$ cat config.mk
export PLATFORM = sky130hd
export DESIGN_NAME = raster_reader
export DESIGN_NICKNAME = d
export VERILOG_FILES = /design/src/rtl/raster_reader_pkg.sv /design/src/rtl/raster_reader_counter.sv /design/src/rtl/raster_reader.sv
export SDC_FILE = /design/constraint.sdc
export NUM_CORES = 1
export LEC_CHECK = 0
export ABC_AREA = 1
export BUFFER_PORTS_ARGS = -buffer_cell sky130_fd_sc_hd__buf_2
export CORE_MARGIN = 1.5
export CORE_UTILIZATION = 25
export CTS_BUF_LIST = sky130_fd_sc_hd__clkbuf_8 sky130_fd_sc_hd__clkbuf_16
export CTS_CLUSTER_SIZE = 25
export DETAILED_ROUTE_END_ITERATION = 8
export PLACE_DENSITY = 0.41
export RECOVER_POWER = 100
export SETUP_SLACK_MARGIN = 0.05
export SLEW_MARGIN = 30
export SYNTH_ARGS = -nofsm -noshare
export SYNTH_HDL_FRONTEND = slang
export SYNTH_SLANG_ARGS = --single-unit
$ cat constraint.sdc
create_clock -name clk -period 3.4 [get_ports clk]
set_clock_uncertainty 0.1 [all_clocks]
set_input_delay 0.68 -clock clk [delete_from_list [all_inputs] [get_ports clk]]
set_output_delay 0.68 -clock clk [all_outputs]
set_load 0.005 [all_outputs]
$ cat src/rtl/raster_reader_pkg.sv
// Shared types and helpers for the raster frame reader.
`timescale 1ns/1ps
package raster_reader_pkg;

    typedef enum logic [1:0] {
        ST_IDLE  = 2'd0,
        ST_READ  = 2'd1,
        ST_DRAIN = 2'd2
    } state_t;

    // Bits needed to index 0..v-1, never less than one.
    function automatic int unsigned clog2(input int unsigned v);
        int unsigned r;
        int unsigned p;
        r = 0;
        p = 1;
        while (p < v) begin
            p = p << 1;
            r = r + 1;
        end
        return (r == 0) ? 1 : r;
    endfunction

endpackage

$ cat src/rtl/raster_reader_counter.sv
// Raster x/y position counter with synchronous clear, enable and terminal flag.
`timescale 1ns/1ps
module raster_counter
    import raster_reader_pkg::*;
#(
    parameter int unsigned X_COUNT = 320,
    parameter int unsigned Y_COUNT = 240
) (
    input  logic                        clk,
    input  logic                        rst,
    input  logic                        clr,
    input  logic                        en,
    output logic [clog2(X_COUNT)-1:0]   x,
    output logic [clog2(Y_COUNT)-1:0]   y,
    output logic                        last_c
);

    localparam int unsigned XW = clog2(X_COUNT);
    localparam int unsigned YW = clog2(Y_COUNT);

    logic x_last_c;
    logic y_last_c;

    assign x_last_c = (x == XW'(X_COUNT - 1));
    assign y_last_c = (y == YW'(Y_COUNT - 1));
    assign last_c   = x_last_c && y_last_c;

    always_ff @(posedge clk or negedge rst) begin
        if (!rst) begin
            x <= '0;
            y <= '0;
        end else if (clr) begin
            x <= '0;
            y <= '0;
        end else if (en) begin
            if (x_last_c) begin
                x <= '0;
                y <= y_last_c ? '0 : y + YW'(1);
            end else begin
                x <= x + XW'(1);
            end
        end
    end

endmodule

$ cat src/rtl/raster_reader.sv
// Scans a stored frame in raster order through a 1-cycle synchronous read port and
// streams pixels to the window line buffer, flagging complete non-wrapping windows.
`timescale 1ns/1ps
module raster_reader
    import raster_reader_pkg::*;
#(
    parameter int unsigned WIDTH       = 8,
    parameter int unsigned LINE_LENGTH = 320,
    parameter int unsigned NUM_LINES   = 240,
    parameter int unsigned WIN_W       = 5,
    parameter int unsigned WIN_H       = 5,
    parameter int unsigned ADDR_WIDTH  = 17
) (
    input  logic                            clk,
    input  logic                            rst,
    input  logic                            start,
    input  logic                            ready,
    output logic                            mem_rd,
    output logic [ADDR_WIDTH-1:0]           mem_addr,
    input  logic [WIDTH-1:0]                mem_rdata,
    output logic [WIDTH-1:0]                pix_out,
    output logic                            pix_en,
    output logic                            win_valid,
    output logic [clog2(LINE_LENGTH)-1:0]   win_x,
    output logic [clog2(NUM_LINES)-1:0]     win_y,
    output logic                            busy,
    output logic                            done
);

    localparam int unsigned XW = clog2(LINE_LENGTH);
    localparam int unsigned YW = clog2(NUM_LINES);

    generate
        if (WIN_W == 0 || WIN_H == 0 || WIN_W > LINE_LENGTH || WIN_H > NUM_LINES ||
            (64'(1) << ADDR_WIDTH) < 64'(LINE_LENGTH * NUM_LINES)) begin : g_param_err
            $error("raster_reader: illegal parameter combination");
        end
    endgenerate

    state_t          state;
    logic            rd_active;
    logic            rd_pend;
    logic            frame_start_c;
    logic            rd_last_c;
    logic            out_last_c;
    logic [XW-1:0]   ox;
    logic [YW-1:0]   oy;
    logic [XW-1:0]   rd_x_unused;
    logic [YW-1:0]   rd_y_unused;

    assign frame_start_c = (state == ST_IDLE) && start;
    // The read strobe follows ready in the same cycle so a stall costs no extra slot.
    assign mem_rd        = rd_active && ready;

    raster_counter #(
        .X_COUNT (LINE_LENGTH),
        .Y_COUNT (NUM_LINES)
    ) u_rd_cnt (
        .clk    (clk),
        .rst    (rst),
        .clr    (frame_start_c),
        .en     (mem_rd),
        .x      (rd_x_unused),
        .y      (rd_y_unused),
        .last_c (rd_last_c)
    );

    raster_counter #(
        .X_COUNT (LINE_LENGTH),
        .Y_COUNT (NUM_LINES)
    ) u_out_cnt (
        .clk    (clk),
        .rst    (rst),
        .clr    (frame_start_c),
        .en     (pix_en),
        .x      (ox),
        .y      (oy),
        .last_c (out_last_c)
    );

    always_ff @(posedge clk or negedge rst) begin
        if (!rst) begin
            state     <= ST_IDLE;
            rd_active <= 1'b0;
            rd_pend   <= 1'b0;
            mem_addr  <= '0;
            pix_out   <= '0;
            pix_en    <= 1'b0;
            win_valid <= 1'b0;
            win_x     <= '0;
            win_y     <= '0;
            busy      <= 1'b0;
            done      <= 1'b0;
        end else begin
            // Read data pipeline: strobe -> data return -> registered pixel.
            rd_pend <= mem_rd;
            pix_en  <= rd_pend;
            if (rd_pend) begin
                pix_out <= mem_rdata;
            end

            // Window flag tracks the line buffer's registered update of the newest pixel.
            win_valid <= pix_en && (ox >= XW'(WIN_W - 1)) && (oy >= YW'(WIN_H - 1));
            if (pix_en) begin
                win_x <= ox;
                win_y <= oy;
            end

            case (state)
                ST_IDLE: begin
                    if (start) begin
                        state     <= ST_READ;
                        busy      <= 1'b1;
                        rd_active <= 1'b1;
                        mem_addr  <= '0;
                    end
                end
                ST_READ: begin
                    if (mem_rd) begin
                        if (rd_last_c) begin
                            state     <= ST_DRAIN;
                            rd_active <= 1'b0;
                        end else begin
                            mem_addr <= mem_addr + ADDR_WIDTH'(1);
                        end
                    end
                end
                ST_DRAIN: begin
                    // done lands on the final window slot; busy drops one cycle later.
                    if (done) begin
                        done     <= 1'b0;
                        busy     <= 1'b0;
                        mem_addr <= '0;
                        state    <= ST_IDLE;
                    end else if (pix_en && out_last_c) begin
                        done <= 1'b1;
                    end
                end
                default: begin
                    state     <= ST_IDLE;
                    rd_active <= 1'b0;
                    busy      <= 1'b0;
                    done      <= 1'b0;
                end
            endcase
        end
    end

endmodule
### Yosys cells after proc, flatten, opt, wreduce, memory -nomap -nowiden

Cells that the tools add are included.

* output and inout bits: 47
* word-level logic and storage cells: 88
* bits in registers: 84

* reductions and logical operators: 20
* bitwise logic cells: 2
* muxes and demuxes: 33
* magnitude comparators: 2
* equal/unequal tests: 11
* add/subtract/negate cells: 5

Operators by type and width (number)
* two-way mux 17 bit: 4
* two-way mux 8 bit: 8
* two-way mux 9 bit: 6
* one-hot mux 17 bit (3 select lines): 1
* adder 9 x 1 -> 9 bit, second input constant: 2
* == test 9 bit, second input constant: 2
* adder 17 x 1 -> 17 bit, second input constant: 1
* adder 8 x 1 -> 8 bit, second input constant: 2
* == test 8 bit, second input constant: 2
* != test 2 bit, second input constant: 5
* greater-or-equal comparator 9 x 3 -> 1 bit, second input constant: 1
* greater-or-equal comparator 8 x 3 -> 1 bit, second input constant: 1
* two-way mux 2 bit: 4
* AND reduction 4 bit: 2
* nonzero test 2 bit: 4
* logical AND 1 bit: 7
* two-way mux 1 bit: 6
* one-hot mux 1 bit (3 select lines): 2
* one-hot mux 2 bit (3 select lines): 1
* AND reduction 5 bit: 1
* AND reduction 2 bit: 2
* AND reduction 3 bit: 1
* nonzero test 3 bit: 1
* == test 2 x 1 -> 1 bit, second input constant: 1
* 5 further kinds: 6

### Longest topological paths before layout

* word-level depth: 6
* depth in mapped cells: 10
* mapped depth without buffers: 10

### Hierarchy

From an unflattened synthesis, not the netlist that was laid out.

* cells, all modules: 509
* area total of the unflattened synthesis: 4337.9 µm²

Modules (own cells, without submodules)
* raster_reader: area an instance 2263.4 µm², seq. area each 1251.2 µm², cells an instance 231, instances 1
* raster_counter: area an instance 1037.2 µm², seq. area each 425.4 µm², cells an instance 139, instances 2

### Least setup slack after synthesis

OpenSTA, ideal clock, no wires.

* path type: input to output
* start point: input port ready
* end point: output port mem_rd
* arrival time: 0.933 ns
* cell stages on the path: 2
* required time: 2.620 ns
* slack: 1.687 ns
* cells stage by stage: nand2_1 -> inv_1

* cells in the longest elaborated chain, start to end: 1

Ends and longest elaborated chain
* from (decl): RTL line raster_reader.sv:17 `input logic ready,`
* logical AND 1 bit: RTL line raster_reader.sv:53 `assign mem_rd = rd_active && ready;`
* to (decl): RTL line raster_reader.sv:18 `output logic mem_rd,`

No other way between the ends.

### Final worst setup path

* start point: register u_rd_cnt.y[0]
* end point: register mem_addr[14]

* cells in the longest elaborated chain, start to end: 4

Ends and longest elaborated chain
* from (decl): RTL line raster_reader_counter.sv:14 `output logic [clog2(Y_COUNT)-1:0] y,`
* from (signal assigned): RTL line raster_reader_counter.sv:38 `y <= y_last_c ? '0 : y + YW'(1);`
* == test 8 bit: RTL line raster_reader_counter.sv:25 `assign y_last_c = (y == YW'(Y_COUNT - 1));`
* logical AND 1 bit: RTL line raster_reader_counter.sv:26 `assign last_c = x_last_c && y_last_c;`
* != test 2 bit (no line)
* AND reduction 5 bit (no line)
* to (signal assigned): RTL line raster_reader.sv:124 `mem_addr <= mem_addr + ADDR_WIDTH'(1);`
* to (decl): RTL line raster_reader.sv:19 `output logic [ADDR_WIDTH-1:0] mem_addr,`

No other way between the ends.
A chain may end at the register's enable or synchronous reset.

==> impl.org <==
** Synth
- Yosys warning total :: 0
- Of the total synthesized cell area, the portion taken by XOR and XNOR cells is 2.80%.
- The mapped netlist covers 4370 µm².
- Count of state elements after synthesis :: 84
- After Yosys synthesis, and, or, nand and nor cells account for 29.8% of the synthesized area.
- Summing the areas of all compound-gate instances in the mapped netlist gives 7.95% of the synthesized area.
- For this run, the register share of the synthesized area comes to 48.1%.
- The number of nets in the synthesized netlist is 558.
- Of the total synthesized cell area, the portion taken by full adders, half adders and majority gates is 2.00%.
- Counting every instance in the synthesized netlist gives 539.
- Cell variety after synth :: 36
- Number of synthesized flops with an enable pin :: 0
- After synthesis, the share of flip-flops with an asynchronous set or reset is 100%.
- The average instance in the mapped netlist occupies 8.12 µm².
- Cell type contributing the most total cell area after synthesis :: sky130_fd_sc_hd__dfrtp_1
- Top cell type's share of synthesized area :: 48.1%
- By area, the combinational part of the netlist is dominated by simple AND/OR/NAND/NOR gates.
- Among all flip-flop cells after synthesis, the most frequent one is sky130_fd_sc_hd__dfrtp_1.
- Measured against the total synthesized area, the mux share comes to 2.06%.
- Yosys attributes the largest share of cell area to sky130_fd_sc_hd__dfrtp_1 (48%), sky130_fd_sc_hd__nand2_1 (13%), sky130_fd_sc_hd__inv_1 (4.8%).

** STA
- Worst Max-Slew Pin Slew :: 2.21 ns
- Subtracting the final worst setup slack from the clock period gives 2.56 ns.
- The count of final max-slew check failures was 37.
- Headroom to the max-slew limit came out at -47.6%.
- The final hold violation count is 0.
- For this run, the top clock speed supported by timing is 390 MHz.
- Final number of setup-violating endpoints :: 0
- The final critical path takes up 75.3% of the cycle.
- Setup repair after global routing left no endpoint under its margin.
- Post-Route Setup TNS :: 0 ns

** Placement
- Placer's final routability congestion estimate :: 0.833
- After detailed placement, the total cell area comes to 4890 µm².
- Quantity of I/O buffers inserted on ports :: 58
- Post-detailed-placement half-perimeter wirelength :: 7450 µm

** Drt
- The count of nets left with antenna violations once routing finished came out at 0.
- Via density per instance :: 4.37
- Initial drt markers :: 180
- Number of vias in the routed layout :: 3617
- For this run, design rule violations remaining after detail routing come to 0.
- After detailed routing, the total wire length is 10400 µm.
- In the final routed layout, each cell accounts on average for 12.6 µm.
- The pre-antenna-repair detailed-routing pass consisted of 5 iterations.

** Die
- Chip width :: 135 µm
- In this run the core area contains 48 standard-cell rows.
- The floorplan step set the die height to 135 µm.
- Initial Utilization :: 25.5%
- Top-level I/O count :: 59
- The floorplan step defined a core boundary enclosing 17200 µm².
- Die footprint :: 18300 µm²

** CTS
- At the later pin of the worst-skew pair, clock insertion delay measures 0.35 ns.
- Hold repair after CTS inserted 0 buffers.
- CTS root buffer :: sky130_fd_sc_hd__clkbuf_16
- # clock sinks :: 84
- Clock tree from TritonCTS :: built
- Count of instances resized after the clock tree is built :: 0
- Depth of the CTS H-tree :: 3
- In this run, CTS created clock tree buffers numbering 9.
- Buffers from clock root to sink, at most :: 2
- Clock transition at the registers of the reported paths :: 0.07 ns
- In this run the post-CTS setup repair buffer count came out at 0.

** Status
- The final reports fail on max-capacitance violations, max-slew violations.
- Run status :: complete, but fails checks

** Worst hold path
- The worst hold path terminates at rd_active.
- Worst hold path class :: reg2reg
- Along the worst hold path, the cell count comes to 2.
- In this run the most critical hold path is launched from rd_active.

** Worst setup path
- Minimum setup slack among reg-to-reg paths :: 0.84 ns
- Worst r2r src :: u_rd_cnt.y[0]
- Crit path max-delay family :: simple AND/OR/NAND/NOR gates
- Most frequent cell on the critical path :: sky130_fd_sc_hd__nand2_1
- STA classifies the critical path startpoint as a flip-flop.
- Maximum fanout along the worst path :: 17
- Cells on worst reg2reg path :: 9
- First element of the critical path :: u_rd_cnt.y[0]
- The worst register-to-register path ends at mem_addr[14].
- Required time of the critical path :: 3.58 ns
- STA classifies the critical path endpoint as a flip-flop.
- Critical Setup Path Class :: reg2reg
- For the worst setup path, the data arrival time is 2.74 ns.
- Critical path cell sequence :: ha_1, inv_1, nor2_1, nand2_1, o21bai_1, nand2_1, nand2_1, nand2_1, nand2_1
- The slowest stage of the critical path belongs to the cell sky130_fd_sc_hd__nand2_1.
- In this design, the stage delay of the slowest critical-path cell is 0.52 ns.
- Together, buffers and inverters on the worst path number 1.

** Power
- Static leakage power :: 2.51 nW
- Tot Pwr :: 2.13 mW
- The worst-case IR drop observed on VDD is 0.222 mV.
- Power spread over the standard cell area amounts to 414 nW/µm².

** Layout
- The net count of the finished layout is 617.
- Proportion of layout cells with a drive suffix above 1 :: 13.8%
- The repair_antennas step left the layout with diodes totalling 0.
- Measured on the finished design, the core utilization comes to 29.9%.
- Final non-filler cell area :: 5140 µm²
- Relative to the synthesized area, the layout overhead comes to 17.6%.

** Global routing
- The number of antenna violations at the first check in global routing was 0.
- Across every metal layer, demand over resource in global routing totals 12.1%.
- The first global-routing pass estimated 17500 µm of wire.
- Entering global routing, the biggest net connects 49 pins.
- Vias in the first global route :: 3534
- Overflow after GRT :: 0

** Job
- Max capacitance violation total :: 1
==> worst max-delay path by stage <==
stage | to | depth (start not counted)
2_1_floorplan | mem_rd | 2
3_3_place_gp | u_rd_cnt.x[2] | 8
3_5_place_dp | u_rd_cnt.x[6] | 8
4_1_cts | u_rd_cnt.y[3] | 9
5_1_grt | mem_addr[3] | 1
6_report | mem_addr[14] | 9
==> stage by stage <==
stage,cells,setup slack (ns),hold WS [ns]
global route,828,0.575,0.385
floorplan,539,1.69,0.252
detailed placement,812,1.06,0.363
CTS,828,1.29,0.227
global placement,812,1.15,0.363
finish,828,0.839,0.372
==> cell families after synthesis <==
group           after synthesis
simple gates                289
flops                        84
buf+inv                      75
compound gates               62
xor+xnor                     14
mux                           8
fa+ha+maj                     7
==> layout by cell type (no fill, tap or decap), types with 3 or more instances in the layout <==
master and count:
sky130_fd_sc_hd__clkbuf_16 9, sky130_fd_sc_hd__nor3_1 12, sky130_fd_sc_hd__ha_1 7, sky130_fd_sc_hd__xnor2_1 3
sky130_fd_sc_hd__o22ai_1 4, sky130_fd_sc_hd__inv_1 61, sky130_fd_sc_hd__nand3_1 27, sky130_fd_sc_hd__a21oi_1 13
sky130_fd_sc_hd__dfrtp_1 84, sky130_fd_sc_hd__o21ai_0 38, sky130_fd_sc_hd__nand4_1 15, sky130_fd_sc_hd__mux2_2 8
sky130_fd_sc_hd__buf_2 36, sky130_fd_sc_hd__nand2_1 163, sky130_fd_sc_hd__xor2_1 11, sky130_fd_sc_hd__nor2_4 3
sky130_fd_sc_hd__clkbuf_1 22, sky130_fd_sc_hd__nand2_2 6, sky130_fd_sc_hd__nor2_1 52
==> state kept, by name, summed over array words and instances (netlist names) <==
signal	count
u_rd_cnt.x	9
mem_addr	17
win_valid	1
busy	1
u_rd_cnt.y	8
u_out_cnt.y	8
win_y	8
rd_pend	1
rd_active	1
done	1
pix_en	1
pix_out	8
state	2
u_out_cnt.x	9
win_x	9
==> cells in the mapped netlist (all sizes together) (3+ instances only) <==
cell	instances
dfrtp	84
xnor2	3
nand2	170
inv	64
o21ai	41
nor2	58
clkbuf	5
o22ai	4
mux2	8
buf	6
nand3	29
ha	7
xor2	11
a21oi	13
nand4	15
nor3	12
==> layout make-up <==
class | instances | area [µm²]
Fill cell | 1885 | 12000
Sequential cell | 84 | 2100
Multi-Input combinational cell | 380 | 1900
Timing Repair Buffer | 59 | 283
Tap cell | 225 | 282
Inverter | 64 | 243
Clock buffer | 10 | 239
Clock inverter | 6 | 95.1
==> where the power goes <==
| part | total, mW | switching (mW) | internal [mW] |
|---|---|---|---|
| registers | 0.999 | 0 | 0.999 |
| logic | 0.0288 | 0.0221 | 0.00672 |
| clock network | 1.10 | 0.430 | 0.672 |
==> worst reg2reg max path: cells and delay by family, from the launching register on <==
family	cells	cell delay, ns
compound gates	1	0.29
buf+inv	1	0.05
fa+ha+maj	1	0.21
simple gates	6	1.45
flops	1	0.40
==> layer usage <==
layer	routed length, µm	vias to the layer above	track usage (%)
met2	4910	76	20.0
li1	-	1835	-
met4	152	0	4.18
met1	4860	1694	15.2
met3	482	12	3.44
met5	0	-	0
(Power assumes the default switching activity.)
